File: src/rtl/riscv_harness_pkg.sv
// Shared types and constants for the core run controller and its halt tracker.
// The pass code follows the tohost convention: 1 means the hart passed.
package riscv_harness_pkg;

  typedef enum logic [1:0] {
    IDLE  = 2'd0,
    RESET = 2'd1,
    RUN   = 2'd2,
    DONE  = 2'd3
  } run_state_e;

  localparam logic [31:0] PASS_CODE = 32'd1;

  // Width of the failing-hart index; one spare bit leaves room for the all-ones "none" value.
  function automatic int unsigned fail_idx_width(input int unsigned num_harts);
    return $clog2(num_harts) + 1;
  endfunction

endpackage

File: src/rtl/hart_halt_tracker.sv
// Tracks which harts have reported a halt during a run and picks the
// lowest-index hart whose new report carries a non-pass code.
module hart_halt_tracker
  import riscv_harness_pkg::*;
#(
  parameter int NUM_HARTS = 1,
  parameter int CODE_W    = 32,
  parameter int FH_W      = 1
) (
  input  logic                        clk,
  input  logic                        rst_n,
  input  logic                        clear,
  input  logic                        enable,
  input  logic [NUM_HARTS-1:0]        halt_valid,
  input  logic [NUM_HARTS*CODE_W-1:0] halt_code,
  output logic                        all_halted,
  output logic                        any_fail,
  output logic [FH_W-1:0]             fail_idx,
  output logic [CODE_W-1:0]           fail_code
);

  logic [NUM_HARTS-1:0] mask_q;
  logic [NUM_HARTS-1:0] mask_d;
  logic [NUM_HARTS-1:0] new_halt_s;
  logic [NUM_HARTS-1:0] fail_vec_s;
  logic                 found_s;

  // Only first reports from not-yet-halted harts count, and only while running.
  always_comb begin
    new_halt_s = {NUM_HARTS{1'b0}};
    fail_vec_s = {NUM_HARTS{1'b0}};
    if (enable) begin
      new_halt_s = halt_valid & ~mask_q;
    end else begin
      new_halt_s = {NUM_HARTS{1'b0}};
    end
    for (int i = 0; i < NUM_HARTS; i++) begin
      fail_vec_s[i] = new_halt_s[i] && (halt_code[i*CODE_W +: CODE_W] != CODE_W'(PASS_CODE));
    end
    mask_d     = mask_q | new_halt_s;
    all_halted = &mask_d;
    any_fail   = |fail_vec_s;
  end

  // Priority encoder: the lowest failing index wins when several fail together.
  always_comb begin
    fail_idx  = {FH_W{1'b1}};
    fail_code = {CODE_W{1'b0}};
    found_s   = 1'b0;
    for (int i = 0; i < NUM_HARTS; i++) begin
      if (fail_vec_s[i] && !found_s) begin
        fail_idx  = FH_W'(i);
        fail_code = halt_code[i*CODE_W +: CODE_W];
        found_s   = 1'b1;
      end else begin
        found_s   = found_s;
      end
    end
  end

  // Halted-mask register, cleared at the start of every run.
  always_ff @(posedge clk or negedge rst_n) begin
    if (!rst_n) begin
      mask_q <= {NUM_HARTS{1'b0}};
    end else if (clear) begin
      mask_q <= {NUM_HARTS{1'b0}};
    end else begin
      mask_q <= mask_d;
    end
  end

endmodule

File: src/rtl/core_run_ctrl.sv
// Run controller for the core harness: sequences core reset, counts run cycles
// and closes each run as pass, fail (halt code or abort) or timeout.
module core_run_ctrl
  import riscv_harness_pkg::*;
#(
  parameter int NUM_HARTS    = 1,
  parameter int RESET_CYCLES = 2,
  parameter int MAX_CYCLES   = 500,
  parameter int CNT_W        = 32,
  parameter int CODE_W       = 32,
  localparam int FH_W        = fail_idx_width(NUM_HARTS)
) (
  input  logic                        clk,
  input  logic                        rst_n,
  input  logic                        start,
  input  logic                        abort,
  input  logic [NUM_HARTS-1:0]        halt_valid,
  input  logic [NUM_HARTS*CODE_W-1:0] halt_code,
  output logic                        core_rst,
  output logic                        running,
  output logic                        done,
  output logic                        pass,
  output logic                        timeout,
  output logic [FH_W-1:0]             fail_hart,
  output logic [CODE_W-1:0]           fail_code,
  output logic [CNT_W-1:0]            cycle_count
);

  localparam int RC_W = $clog2(RESET_CYCLES + 1);

  run_state_e        state_q, state_d;
  logic [RC_W-1:0]   rst_cnt_q, rst_cnt_d;
  logic [CNT_W-1:0]  cycle_q, cycle_d;
  logic              core_rst_q, core_rst_d;
  logic              running_q, running_d;
  logic              done_q, done_d;
  logic              pass_q, pass_d;
  logic              timeout_q, timeout_d;
  logic [FH_W-1:0]   fail_hart_q, fail_hart_d;
  logic [CODE_W-1:0] fail_code_q, fail_code_d;

  logic              start_run_s;
  logic              in_run_s;
  logic              all_halted_s;
  logic              any_fail_s;
  logic [FH_W-1:0]   fail_idx_s;
  logic [CODE_W-1:0] fail_val_s;

  assign start_run_s = start && ((state_q == IDLE) || (state_q == DONE));
  assign in_run_s    = (state_q == RUN);

  hart_halt_tracker #(
    .NUM_HARTS (NUM_HARTS),
    .CODE_W    (CODE_W),
    .FH_W      (FH_W)
  ) u_tracker (
    .clk        (clk),
    .rst_n      (rst_n),
    .clear      (start_run_s),
    .enable     (in_run_s),
    .halt_valid (halt_valid),
    .halt_code  (halt_code),
    .all_halted (all_halted_s),
    .any_fail   (any_fail_s),
    .fail_idx   (fail_idx_s),
    .fail_code  (fail_val_s)
  );

  // Next state, counters and result capture; outputs derive from the next state.
  always_comb begin
    state_d     = state_q;
    rst_cnt_d   = rst_cnt_q;
    cycle_d     = cycle_q;
    pass_d      = pass_q;
    timeout_d   = timeout_q;
    fail_hart_d = fail_hart_q;
    fail_code_d = fail_code_q;
    case (state_q)
      IDLE, DONE: begin
        if (start_run_s) begin
          state_d     = RESET;
          rst_cnt_d   = {RC_W{1'b0}};
          cycle_d     = {CNT_W{1'b0}};
          pass_d      = 1'b0;
          timeout_d   = 1'b0;
          fail_hart_d = {FH_W{1'b1}};
          fail_code_d = {CODE_W{1'b0}};
        end else begin
          state_d = state_q;
        end
      end
      RESET: begin
        if (abort) begin
          state_d = DONE;
        end else if (rst_cnt_q == RC_W'(RESET_CYCLES - 1)) begin
          state_d = RUN;
        end else begin
          rst_cnt_d = rst_cnt_q + {{(RC_W-1){1'b0}}, 1'b1};
        end
      end
      RUN: begin
        if (cycle_q == {CNT_W{1'b1}}) begin
          cycle_d = cycle_q;
        end else begin
          cycle_d = cycle_q + {{(CNT_W-1){1'b0}}, 1'b1};
        end
        // Termination priority: abort, failing halt, all halted, budget exhausted.
        if (abort) begin
          state_d     = DONE;
          pass_d      = 1'b0;
          timeout_d   = 1'b0;
          fail_hart_d = {FH_W{1'b1}};
          fail_code_d = {CODE_W{1'b0}};
        end else if (any_fail_s) begin
          state_d     = DONE;
          pass_d      = 1'b0;
          fail_hart_d = fail_idx_s;
          fail_code_d = fail_val_s;
        end else if (all_halted_s) begin
          state_d = DONE;
          pass_d  = 1'b1;
        end else if (cycle_q == CNT_W'(MAX_CYCLES - 1)) begin
          state_d   = DONE;
          timeout_d = 1'b1;
          pass_d    = 1'b0;
        end else begin
          state_d = RUN;
        end
      end
      default: begin
        state_d = IDLE;
      end
    endcase
    core_rst_d = (state_d != RUN);
    running_d  = (state_d == RUN);
    done_d     = (state_d == DONE);
  end

  // State, counters and registered outputs.
  always_ff @(posedge clk or negedge rst_n) begin
    if (!rst_n) begin
      state_q     <= IDLE;
      rst_cnt_q   <= {RC_W{1'b0}};
      cycle_q     <= {CNT_W{1'b0}};
      core_rst_q  <= 1'b1;
      running_q   <= 1'b0;
      done_q      <= 1'b0;
      pass_q      <= 1'b0;
      timeout_q   <= 1'b0;
      fail_hart_q <= {FH_W{1'b1}};
      fail_code_q <= {CODE_W{1'b0}};
    end else begin
      state_q     <= state_d;
      rst_cnt_q   <= rst_cnt_d;
      cycle_q     <= cycle_d;
      core_rst_q  <= core_rst_d;
      running_q   <= running_d;
      done_q      <= done_d;
      pass_q      <= pass_d;
      timeout_q   <= timeout_d;
      fail_hart_q <= fail_hart_d;
      fail_code_q <= fail_code_d;
    end
  end

  assign core_rst    = core_rst_q;
  assign running     = running_q;
  assign done        = done_q;
  assign pass        = pass_q;
  assign timeout     = timeout_q;
  assign fail_hart   = fail_hart_q;
  assign fail_code   = fail_code_q;
  assign cycle_count = cycle_q;

endmodule

File: config.mk
export PLATFORM = sky130hd
export DESIGN_NAME = core_run_ctrl
export DESIGN_NICKNAME = d
export VERILOG_FILES = /design/src/rtl/riscv_harness_pkg.sv /design/src/rtl/hart_halt_tracker.sv /design/src/rtl/core_run_ctrl.sv
export SDC_FILE = /design/constraint.sdc
export NUM_CORES = 1
export LEC_CHECK = 0
export CAP_MARGIN = 30
export CORE_UTILIZATION = 35
export CTS_CLUSTER_SIZE = 24
export DETAILED_ROUTE_END_ITERATION = 16
export PLACE_DENSITY = 0.58
export REMOVE_ABC_BUFFERS = 1
export SLEW_MARGIN = 20
export SYNTH_ARGS = -nofsm -noshare
export SYNTH_HDL_FRONTEND = slang
export SYNTH_HIERARCHICAL = 1
export SYNTH_SLANG_ARGS = --single-unit
File: constraint.sdc
create_clock -name clk -period 2.8 [get_ports clk]
set_input_delay 0.42 -clock clk [delete_from_list [all_inputs] [get_ports clk]]
set_output_delay 0.42 -clock clk [all_outputs]
set_load 0.05 [all_outputs]
Word-level counts from Yosys, hierarchy flattened. Cells that the tools add are included.

Logic and storage cells: 82. Register bits: 75. Output and inout bits: 70.

Muxes and demuxes: 35. Bitwise logic cells: 3. Reductions and logical operators: 12. Equal/unequal tests: 19. $add $sub $neg: 2.

Operator list (number): two-way mux 32 bit (4); one-hot mux 32 bit (2 select lines) (2); adder 32 x 1 -> 32 bit, second input constant (1); == test 32 bit, second input constant (1); == test 32 x 9 -> 1 bit, second input constant (1); inequality test 32 x 1 -> 1 bit, second input constant (1); two-way mux 1 bit (18); two-way mux 2 bit (6); inequality test 2 bit, second input constant (5); AND reduction 3 bit (3); == test 2 bit, second input constant (4); inequality test 3 x 2 -> 1 bit, second input constant (2); inequality test 3 bit, second input constant (2); one-hot mux 1 bit (2 select lines) (3); one-hot mux 2 bit (3 select lines) (1); inequality test 5 x 2 -> 1 bit, second input constant (1); AND reduction 5 bit (1); == test 2 x 1 -> 1 bit, second input constant (2); one-hot mux 2 bit (2 select lines) (1); AND reduction 4 bit (1); nonzero test 2 bit (2); adder 2 x 1 -> 2 bit, second input constant (1); logical AND 1 bit (2); zero test 2 bit (1); 5 further kinds (5).

Longest topological paths before layout.
Depth in word-level cells: 9. Gate-level depth with buffers: 10. Depth with buffers taken out: 8.

Cells and area by module. Netlist, hierarchy kept.

Modules (own cells, without submodules): core_run_ctrl (area an instance 3589.7 sq um, cells each 347, seq. area each 1854.3 sq um, instances 1); hart_halt_tracker (area an instance 384.1 sq um, cells each 52, seq. area each 25.0 sq um, instances 1).

Worst setup path before layout. Ideal clock, no wire load.

Kind: register to register. Start point: register cycle_q[0], in the netlist cycle_count[0]. End point: register cycle_q[31], in the netlist cycle_count[31]. Data arrival time: 2349 ps. Library setup time: 78 ps. Path slack: 373 ps. Period minus slack after synthesis: 2427 ps. Cell stages (with the launch flop): 8. Cells stage by stage: dfrtp_1 ha_1 and3_1 and3_4 buf_6 a2111o_1 or4_1 a21oi_1.

Word-level cells in the longest chain between the ends: 3. Elaborated cells on any way between the ends: 6.

Ends and longest elaborated chain: start: declaration (RTL line core_run_ctrl.sv:33) `logic [CNT_W-1:0] cycle_q, cycle_d;`; start signal: assignment (RTL line core_run_ctrl.sv:144) `cycle_q <= {CNT_W{1'b0}};`; start signal: assignment (RTL line core_run_ctrl.sv:155) `cycle_q <= cycle_d;`; adder 32 x 1 -> 32 bit / == test 32 bit (equally long branches) (RTL line core_run_ctrl.sv:105, core_run_ctrl.sv:102); two-way mux 32 bit / inequality test 2 bit (equally long branches); one-hot mux 32 bit (2 select lines) / AND reduction 3 bit (equally long branches).

Parallel ways exist; a longest one is shown, timed or not. The select of a mux whose other input is x is not followed. A chain may end at the register's enable or synchronous reset.

Final worst setup path.
Start point: register state_q[0]. End point: register cycle_q[24], in the netlist cycle_count[24].

Word-level cells in the longest chain between the ends: 5. Elaborated cells on any way between the ends: 11.

Ends and longest elaborated chain: start: declaration (RTL line core_run_ctrl.sv:31) `run_state_e state_q, state_d;`; start signal: assignment (RTL line core_run_ctrl.sv:153) `state_q <= state_d;`; == test 2 bit / zero test 2 bit (equally long branches) (RTL line core_run_ctrl.sv:49, core_run_ctrl.sv:78); logical OR 1 bit (RTL line core_run_ctrl.sv:49) `assign start_run_s = start && ((state_q == IDLE) || (state_q == DONE));`; logical AND 1 bit (RTL line core_run_ctrl.sv:49); inequality test 2 bit (no source line); AND reduction 3 bit (no source line).

Parallel ways exist; a longest one is shown, timed or not.

==> flow_summary.json <==
{
  "cap_violations": 0,
  "worst-slew-pin-transition_ns": 0.564,
  "timing.max_slew.rel_slack_pct": 62.4,
  "power_density_nw_per_um2": 648,
  "setup-violations-final": 0,
  "synth.top_cell.area_share_pct": 46.0,
  "drt-wirelength-per-cell_um": 16.8,
  "clk_root_buffer_cell": "sky130_fd_sc_hd__clkbuf_16",
  "synth_area_leader_cell": "sky130_fd_sc_hd__dfrtp_1",
  "slew_viol_final": 0,
  "resized_after_cts": 0,
  "place_inst": 635,
  "ys_top_cells_by_count": "sky130_fd_sc_hd__dfrtp_1 (73), sky130_fd_sc_hd__a22o_1 (33), sky130_fd_sc_hd__and2_1 (33), sky130_fd_sc_hd__nor2_1 (25), sky130_fd_sc_hd__nand2_1 (23)",
  "global_route.overflow_total": 0,
  "power_leakage_uw": 0.00225,
  "post-route-drc-count": 0,
  "fin_worst_skew_ns": 0.00415,
  "die_area_um2": 11800,
  "clk_latency_ns": 0.33,
  "cp_peak_stage_delay_ns": 0.57,
  "track_usage_pct": 19.9,
  "area_delta_synth_final_pct": 39.3,
  "layout_setup_ws_ns": 0.324,
  "sequential_cell_area_um2": 1880,
  "critical_path.n_buffers_inverters": 1,
  "post-route-period-util_pct": 88.4,
  "synth_edf_count": 0,
  "grt_setup_unrepaired": "false",
  "setup.reg_to_reg.worst_slack_ns": 0.32,
  "site_rows": 38,
  "cts-root-to-sink-buffers": 2,
  "post_cts.repair.setup_buffers": 0,
  "dp_worst_setup_slack_ns": 0.186,
  "clock_input_transition_at_the_sequential_cells_of_the_worst_setup_and_hold_paths_ns": 0.06,
  "synthArstFlopShare_pct": 100,
  "layout.core_utilization_pct": 50.6,
  "crit_path_start_kind": "flip-flop",
  "worstSetupPathType": "reg2reg",
  "fin_total_pwr_uw": 3580,
  "port-buffer-count": 106,
  "setup_tns_ns": 0,
  "cts_sink_cnt": 75,
  "grt_first_pass_wirelength_um": 18100,
  "synth.top_cells.by_area": "sky130_fd_sc_hd__dfrtp_1 (46%), sky130_fd_sc_hd__a22o_1 (7.3%), sky130_fd_sc_hd__and2_1 (5.2%), sky130_fd_sc_hd__nor2_1 (2.4%), sky130_fd_sc_hd__nor4_1 (2.2%)",
  "syn-mean-instance-area_um2": 9.96,
  "pin_count_of_the_biggest_net_entering_global_routing": 42,
  "period_needed_ns": 2.48,
  "reg2regPathDepth": 7,
  "grt_antenna_before_repair": 0,
  "worstPathMaxFanout": 8,
  "timing.critical_path.required_ns": 3.02,
  "ys_warn_count": 6,
  "post_detailed_placement_half_perimeter_wirelength_um": 7810,
  "finalWirelength_um": 11000,
  "synthDistinctLibCells": 59,
  "worstPathArrival_ns": 2.70,
  "clock_buffers_created_by_tritoncts": 9,
  "vdd_drop_max_v": 0.000331,
  "synth_flop_type": "sky130_fd_sc_hd__dfrtp_1",
  "antenna_violating_nets_post_route": 0,
  "via_per_inst": 5.45,
  "critPathCaptureType": "flip-flop",
  "via_count": 3551,
  "drt_iter0_drc": 157,
  "top_level_ports": 107,
  "cpMaxStageDelayCell": "sky130_fd_sc_hd__nor4_2",
  "critical_path.cell_chain": "inv_1 > ha_1 > mux2_2 > nand3_1 > nor4_2 > a21oi_1 > a31o_1",
  "synth_sequential_area_ratio_pct": 47.3,
  "synth.most_common_cell": "sky130_fd_sc_hd__dfrtp_1",
  "multi_input_area_um2": 1920,
  "nets": 547,
  "path_delay_family": "simple AND/OR/NAND/NOR gates",
  "instance_count_of_the_mapped_netlist": 399,
  "fillCellCount": 1030,
  "report.final.hold_viol_count": 0,
  "antenna-diode-count": 0,
  "synth.cell_area_um2": 3970,
  "synth.ff_latch_count": 75,
  "tritoncts": "done",
  "fmaxAchievable_ghz": 0.404,
  "grt_pass1_vias": 3580,
  "worst_hold_path_type": "in2async",
  "final_cells": 651,
  "drive_gt1_share_pct": 8.61,
  "cp.depth": 7,
  "floorplan.initialDensity_pct": 36.3,
  "cts.htree.levels": 3,
  "outcome": "complete, no violations",
  "die_x_um": 109,
  "drtPass1Iterations": 5,
  "die_height_um": 109,
  "cts.hold.buffers_added": 0,
  "core-area_um2": 10900,
  "gp_routability_congestion": 0.794
}
## power breakdown
part	internal (µW)	leakage, µW	switching (µW)
clock network	783	0.000153	473
logic	414	0.00107	725
registers	1150	0.00103	42.2
total	2340	0.00225	1240
## per-stage QoR
step | cell area (µm²) | hold WS, ns
3_5_place_dp | 5220 | 0.460
4_1_cts | 5530 | 0.100
3_3_place_gp | 5190 | 0.488
6_report | 5530 | 0.0810
2_1_floorplan | 3850 | 0.124
5_1_grt | 5530 | 0.127
## worst reg2reg max path: stages, from the launching register on
cell                      delay (ns)
sky130_fd_sc_hd__dfrtp_1        0.37
sky130_fd_sc_hd__inv_1          0.07
sky130_fd_sc_hd__ha_1           0.40
sky130_fd_sc_hd__mux2_2         0.33
sky130_fd_sc_hd__nand3_1        0.30
sky130_fd_sc_hd__nor4_2         0.57
sky130_fd_sc_hd__a21oi_1        0.14
sky130_fd_sc_hd__a31o_1         0.20
## cell type report
type	instances	area share, %
clock buffer	10	4.14
clock inverter	6	1.63
inverter	13	0.882
multi-input combinational	288	34.7
sequential	75	34.0
tap	140	3.17
timing repair buffer	119	21.6
## metal layers
layer,global-route usage [%],routed length [µm]
met1,24.9,4900
met2,32.8,5170
met3,6.39,788
met4,5.60,91
met5,0,0
## state kept, by name (all words and copies together), names as in the netlist
register / flops
fail_hart: 1
core_rst: 1
done: 1
pass: 1
fail_code: 32
state_q: 2
rst_cnt_q: 2
cycle_count: 32
timeout: 1
u_tracker/mask_q: 1
running: 1
## logic make-up (layout without fill, tap and decap cells)
family	Yosys count	after routing	share of synthesized area (%)
flip-flops	75	75	47.3
AO/OA/AOI/OAI	106	106	19.6
AND/OR/NAND/NOR	165	165	24.4
multiplexers	3	3	0.787
XOR/XNOR	10	10	2.20
adder cells (fa/ha/maj)	4	4	1.26
buffers and inverters	36	148	4.44
## cell usage in the layout, fill, tap and decap left out, types with 4 or more instances in the layout
cell,instances
sky130_fd_sc_hd__and2_1,33
sky130_fd_sc_hd__a2111oi_1,4
sky130_fd_sc_hd__nor3_1,5
sky130_fd_sc_hd__clkbuf_16,9
sky130_fd_sc_hd__dfrtp_1,73
sky130_fd_sc_hd__nand4_1,10
sky130_fd_sc_hd__nor4_1,14
sky130_fd_sc_hd__xnor2_1,10
sky130_fd_sc_hd__and3_1,4
sky130_fd_sc_hd__nand3_1,15
sky130_fd_sc_hd__a22o_1,33
sky130_fd_sc_hd__buf_4,11
sky130_fd_sc_hd__clkdlybuf4s50_1,105
sky130_fd_sc_hd__or3_1,4
sky130_fd_sc_hd__or4_1,5
sky130_fd_sc_hd__o31ai_1,8
sky130_fd_sc_hd__nand2_1,23
sky130_fd_sc_hd__nor2_1,25
sky130_fd_sc_hd__inv_1,12
sky130_fd_sc_hd__o21ai_0,16
sky130_fd_sc_hd__a21oi_1,16
sky130_fd_sc_hd__nand2b_1,4
sky130_fd_sc_hd__and4_1,5
sky130_fd_sc_hd__ha_1,4
## worst paths after layout
| check | start | endpoint |
|---|---|---|
| setup reg to reg | state_q[0]$_DFF_PN0_ | cycle_count[24]$_DFFE_PN0P_ |
| hold / removal | rst_n | cycle_count[23]$_DFFE_PN0P_ |
| hold reg to reg | fail_code[21]$_DFFE_PN0P_ | fail_code[21]$_DFFE_PN0P_ |
| setup / recovery | state_q[0]$_DFF_PN0_ | cycle_count[24]$_DFFE_PN0P_ |
| max in group asynchronous | rst_n | core_rst$_DFF_PN1_ |
| min in group clk | fail_code[21]$_DFFE_PN0P_ | fail_code[21]$_DFFE_PN0P_ |
(Power assumes the default switching activity.)
